<file path="src/rtl/inst_buffer.sv">
// Instruction queue between fetch and the dual decoders: takes up to two
// instructions per cycle and presents the oldest two in program order.
module inst_buffer #(
  parameter int DEPTH = 16
) (
  input  logic                    clk,
  input  logic                    rst,
  input  logic                    flush,
  input  logic [1:0]              in_valid,
  input  logic [63:0]             in_pc,
  input  logic [63:0]             in_inst,
  input  logic [1:0]              in_pre_taken,
  input  logic [63:0]             in_pre_addr,
  input  logic [3:0]              in_is_exception,
  input  logic [27:0]             in_exception_cause,
  output logic                    in_ready,
  output logic [1:0]              out_valid,
  output logic [63:0]             out_pc,
  output logic [63:0]             out_inst,
  output logic [1:0]              out_pre_taken,
  output logic [63:0]             out_pre_addr,
  output logic [3:0]              out_is_exception,
  output logic [27:0]             out_exception_cause,
  input  logic [1:0]              out_accept,
  output logic [$clog2(DEPTH):0]  count
);

  localparam int AW = $clog2(DEPTH);
  localparam int EW = 113;

  // Entry layout: pc[112:81] inst[80:49] pre_taken[48] pre_addr[47:16]
  // is_exception[15:14] exception_cause[13:0]
  logic [EW-1:0] mem [DEPTH];

  logic [AW-1:0] rd_ptr;
  logic [AW-1:0] wr_ptr;
  logic [AW-1:0] rd_ptr1;
  logic [AW-1:0] wr_ptr1;
  logic [EW-1:0] wdata0;
  logic [EW-1:0] wdata1;
  logic [EW-1:0] rdata0;
  logic [EW-1:0] rdata1;
  logic [1:0]    n_enq;
  logic [1:0]    n_deq;

  assign rd_ptr1 = rd_ptr + AW'(1);
  assign wr_ptr1 = wr_ptr + AW'(1);

  // Ready looks only at registered occupancy, so same-cycle dequeues never help.
  assign in_ready     = (count <= (AW+1)'(DEPTH - 2));
  assign out_valid[0] = (count != '0) & ~flush;
  assign out_valid[1] = (count >= (AW+1)'(2)) & ~flush;

  assign n_enq = (in_ready & in_valid[0]) ? (in_valid[1] ? 2'd2 : 2'd1) : 2'd0;
  assign n_deq = (out_valid[0] & out_accept[0]) ?
                 ((out_valid[1] & out_accept[1]) ? 2'd2 : 2'd1) : 2'd0;

  assign wdata0 = {in_pc[31:0], in_inst[31:0], in_pre_taken[0], in_pre_addr[31:0],
                   in_is_exception[1:0], in_exception_cause[13:0]};
  assign wdata1 = {in_pc[63:32], in_inst[63:32], in_pre_taken[1], in_pre_addr[63:32],
                   in_is_exception[3:2], in_exception_cause[27:14]};

  assign rdata0 = mem[rd_ptr];
  assign rdata1 = mem[rd_ptr1];

  assign out_pc              = {rdata1[112:81], rdata0[112:81]};
  assign out_inst            = {rdata1[80:49],  rdata0[80:49]};
  assign out_pre_taken       = {rdata1[48],     rdata0[48]};
  assign out_pre_addr        = {rdata1[47:16],  rdata0[47:16]};
  assign out_is_exception    = {rdata1[15:14],  rdata0[15:14]};
  assign out_exception_cause = {rdata1[13:0],   rdata0[13:0]};

  // Storage is deliberately not cleared on reset or flush.
  always_ff @(posedge clk) begin
    if (!rst && !flush && n_enq != 2'd0) begin
      mem[wr_ptr] <= wdata0;
      if (n_enq == 2'd2) begin
        mem[wr_ptr1] <= wdata1;
      end
    end
  end

  always_ff @(posedge clk) begin
    if (rst || flush) begin
      rd_ptr <= '0;
      wr_ptr <= '0;
      count  <= '0;
    end else begin
      wr_ptr <= wr_ptr + AW'(n_enq);
      rd_ptr <= rd_ptr + AW'(n_deq);
      count  <= count + (AW+1)'(n_enq) - (AW+1)'(n_deq);
    end
  end

endmodule

</file>
<file path="config.mk">
export PLATFORM = sky130hd
export DESIGN_NAME = inst_buffer
export DESIGN_NICKNAME = d
export VERILOG_FILES = /design/src/rtl/inst_buffer.sv
export SDC_FILE = /design/constraint.sdc
export NUM_CORES = 2
export LEC_CHECK = 0
export ABC_CLOCK_PERIOD_IN_PS = 7750
export BUFFER_PORTS_ARGS = -buffer_cell sky130_fd_sc_hd__buf_2
export CAP_MARGIN = 20
export CORE_ASPECT_RATIO = 1.25
export CORE_MARGIN = 2
export CORE_UTILIZATION = 39
export DETAILED_ROUTE_END_ITERATION = 7
export PLACE_DENSITY_LB_ADDON = 0.1
export SLEW_MARGIN = 20
export SYNTH_ARGS = -nofsm -noshare
export SYNTH_HDL_FRONTEND = slang
export SYNTH_SLANG_ARGS = --single-unit
</file>
<file path="constraint.sdc">
create_clock -name clk -period 7.75 [get_ports clk]
set_input_delay 1.1625 -clock clk [delete_from_list [all_inputs] [get_ports clk]]
set_output_delay 1.1625 -clock clk [all_outputs]
set_load 0.02 [all_outputs]
</file>
==> flow_summary.yaml <==
worst_setup_path:
  max_stage_delay_ns: 0.88
  arrival_ns: 4.75
  end_kind: "primary output"
  rrSetupSlack_ns: 3.53
  crit_required_ns: 6.59
  path_max_fanout: 41
  path_cells: "buf_4, buf_4, mux4_2, a22oi_1, nand2_1, buf_2"
  slowest_stage: "dfxtp_4"
  criticalPathCategory: "reg2out"
  startpoint_type: "flop"
  cpMostUsedCell: "buf_4"
clock_network:
  post_cts_buffers: 0
  ctsHoldBuffers: 0
  cts_buffer_depth: 4
  cts.sinks: 1821
  cts-root-buf: "clkbuf_16"
  cts-resized-gates: 0
  numCtsBuffers: 211
  cts_tree: "done"
  clkTransAtPathRegs_ns: 0.06
  htree_levels: 4
  worstSkewPairLatency_ns: 0.91
logic_synthesis:
  synthCells: 6225
  avgSynthCellArea_um2: 17.0
  netlist_area_mm2: 0.106
  synth_nets: 6477
  ys_ff_latch: 1821
  ys_types: 44
  ys_seq_area_frac: 0.516
  ys.warnings.count: 0
finish:
  final_nets: 6527
  finalCoreUtilization: 0.434
  layout-drive-gt1-share: 0.470
  multi_input_area_mm2: 0.0476
  area_growth_pct: 10.7
  fin_cells: 10000
  fillerInstances: 24000
  regArea_mm2: 0.0546
  final_cell_mix: "edfxtp_1 (1808), mux2_2 (1218), mux4_2 (904)"
  final_common_cell: "edfxtp_1"
route:
  wl_um: 383000
  first_pass_iters: 8
  postRouteAntennaNets: 0
  viasPerCell: 6.45
  drcViolationCount: 0
  avgRoutedWirePerCell_um: 38.2
  routed-via-count: 64600
  first_iter_violations: 5932
global_routing:
  grt_max_degree: 133
  grt-ovfl-total: 0
  antenna_found_initial: 84
  grt_pass1_vias: 67900
  gr-usage-all-layers: 0.275
  grt_pass1_wl_um: 539000
power_and_ir_drop:
  power_frac_clock: 0.411
  ir_drop_mv: 0.184
  power_leakage_nw: 36.1
  p_switching_mw: 5.84
  combPwrFrac: 0.122
  p_int_mw: 17.7
  powerDensity_mw_per_mm2: 201
  p_seq_frac: 0.467
  switching_share: 0.249
placement:
  dp_hpwl_um: 197000
  globalplace.congestion: 0.766
  dpl.cell_count: 9608
  portBuffers: 466
job:
  maxCapViolCount: 0
floorplan:
  start_util: 0.392
  fp.coreArea_mm2: 0.270
  boundaryPins: 467
  die_h_um: 586
  die_w_um: 470
  rows: 213
  die_area_mm2: 0.275
timing:
  min_period_ns: 5.91
  final-setup-viol-count: 0
  hold_violations: 0
  finalSetupTns_ns: 0
  rsz0062_at_grt: "false"
  skew_ns: 0.0338
  fin_crit_sh: 0.762
  tightest_slew_ns: 1.30
  drv_slew: 0
  max_freq_ghz: 0.169
  relSlewSlack: 0.132
outcome:
  status: "finished, final reports clean"
min_path:
  min-delay-path-class: "reg2reg"
registers in the layout, summed over array words and instances, names as in the netlist:
register  count
mem        1808
wr_ptr        4
count         5
rd_ptr        4
through the flow:
stage | hold slack, ns | worst slack, ns | power, mW | cell area [um2]
6_report | 0.623 | 1.84 | 23.5 | 117000
3_3_place_gp | 0.603 | 2.66 | 14.0 | 111000
3_5_place_dp | 0.599 | 2.66 | 14.0 | 111000
2_1_floorplan | 0.560 | 0.101 | 13.2 | 106000
4_1_cts | 0.620 | 1.71 | 23.7 | 117000
5_1_grt | 0.665 | 1.52 | 24.2 | 117000
layer usage:
layer,track usage,up-vias,wire length (um)
met3,0.0476,736,24800
met1,0.352,35300,153000
met4,0.0958,62,14000
li1,-,26000,-
met5,0,-,388
met2,0.470,2491,191000
final cells by class:
class / count / share of cell area
sequential: 1821 / 0.466
multi-input combinational: 3635 / 0.407
clock buffer: 267 / 0.0480
tap: 3547 / 0.0379
timing repair buffer: 589 / 0.0337
clock inverter: 111 / 0.00655
inverter: 17 / 0.000545
antenna: 25 / 0.000534
critical path: cells and delay by family, from the launching register on:
family          cells  cell delay (ns)
flops               1             0.88
compound gates      1             0.33
mux                 1             0.59
simple gates        1             0.16
buf+inv             3             1.77
power by group through the flow:
stage / registers, mW / logic (mW) / clock network [mW]
floorplan: 11.2 / 2.00 / 0
global placement: 11.2 / 2.85 / 0
detailed placement: 11.2 / 2.87 / 0
CTS: 11.0 / 2.88 / 9.87
global route: 11.0 / 3.06 / 10.2
finish: 11.0 / 2.87 / 9.66
cell families (layout without fill, tap and decap cells):
group / after synthesis / after routing / synth area share
other: 0 / 25 / 0
AO/OA/AOI/OAI: 598 / 598 / 0.0438
adder cells (fa/ha/maj): 19 / 19 / 0.00253
buffers and inverters: 769 / 984 / 0.0366
AND/OR/NAND/NOR: 300 / 300 / 0.0160
flip-flops: 1821 / 1821 / 0.516
XOR/XNOR: 6 / 6 / 0.000497
multiplexers: 2712 / 2712 / 0.385
cells in the mapped netlist (all sizes together):
cell type     n  area [um2]
a21boi      227        1710
a21o          1        7.51
a21oi         7        35.0
a22o        113         990
a22oi       226        1700
a31oi         1        6.26
a41o          1        10.0
and2          5        31.3
and3b         1        8.76
buf         375        2390
clkbuf      377        1420
dfxtp        13         260
edfxtp     1808       54300
fa            4        80.1
ha           15         188
inv          17        63.8
mux2       1808       20400
mux4        904       20400
nand2       118         443
nand2b        6        37.5
nand3         6        35.0
nand3b        1        7.51
nand4         5        31.3
nor2         15        56.3
nor2b         6        37.5
nor3         16         248
o21ai         2        10.0
o21bai       18         143
o31ai         1        12.5
o32ai         1        16.3
or2           6        37.5
or3         115         719
xnor2         3        26.3
xor2          3        26.3
worst paths after layout:
check                  from      endpoint  cells after the start
setup / recovery  rd_ptr[1]  out_inst[10]                      6
hold / removal    wr_ptr[3]     wr_ptr[3]                      2
setup reg to reg   count[2]    mem[6][71]                      8
hold reg to reg   wr_ptr[3]     wr_ptr[3]                      2
No activity file was read; power rests on OpenSTA's default activity.
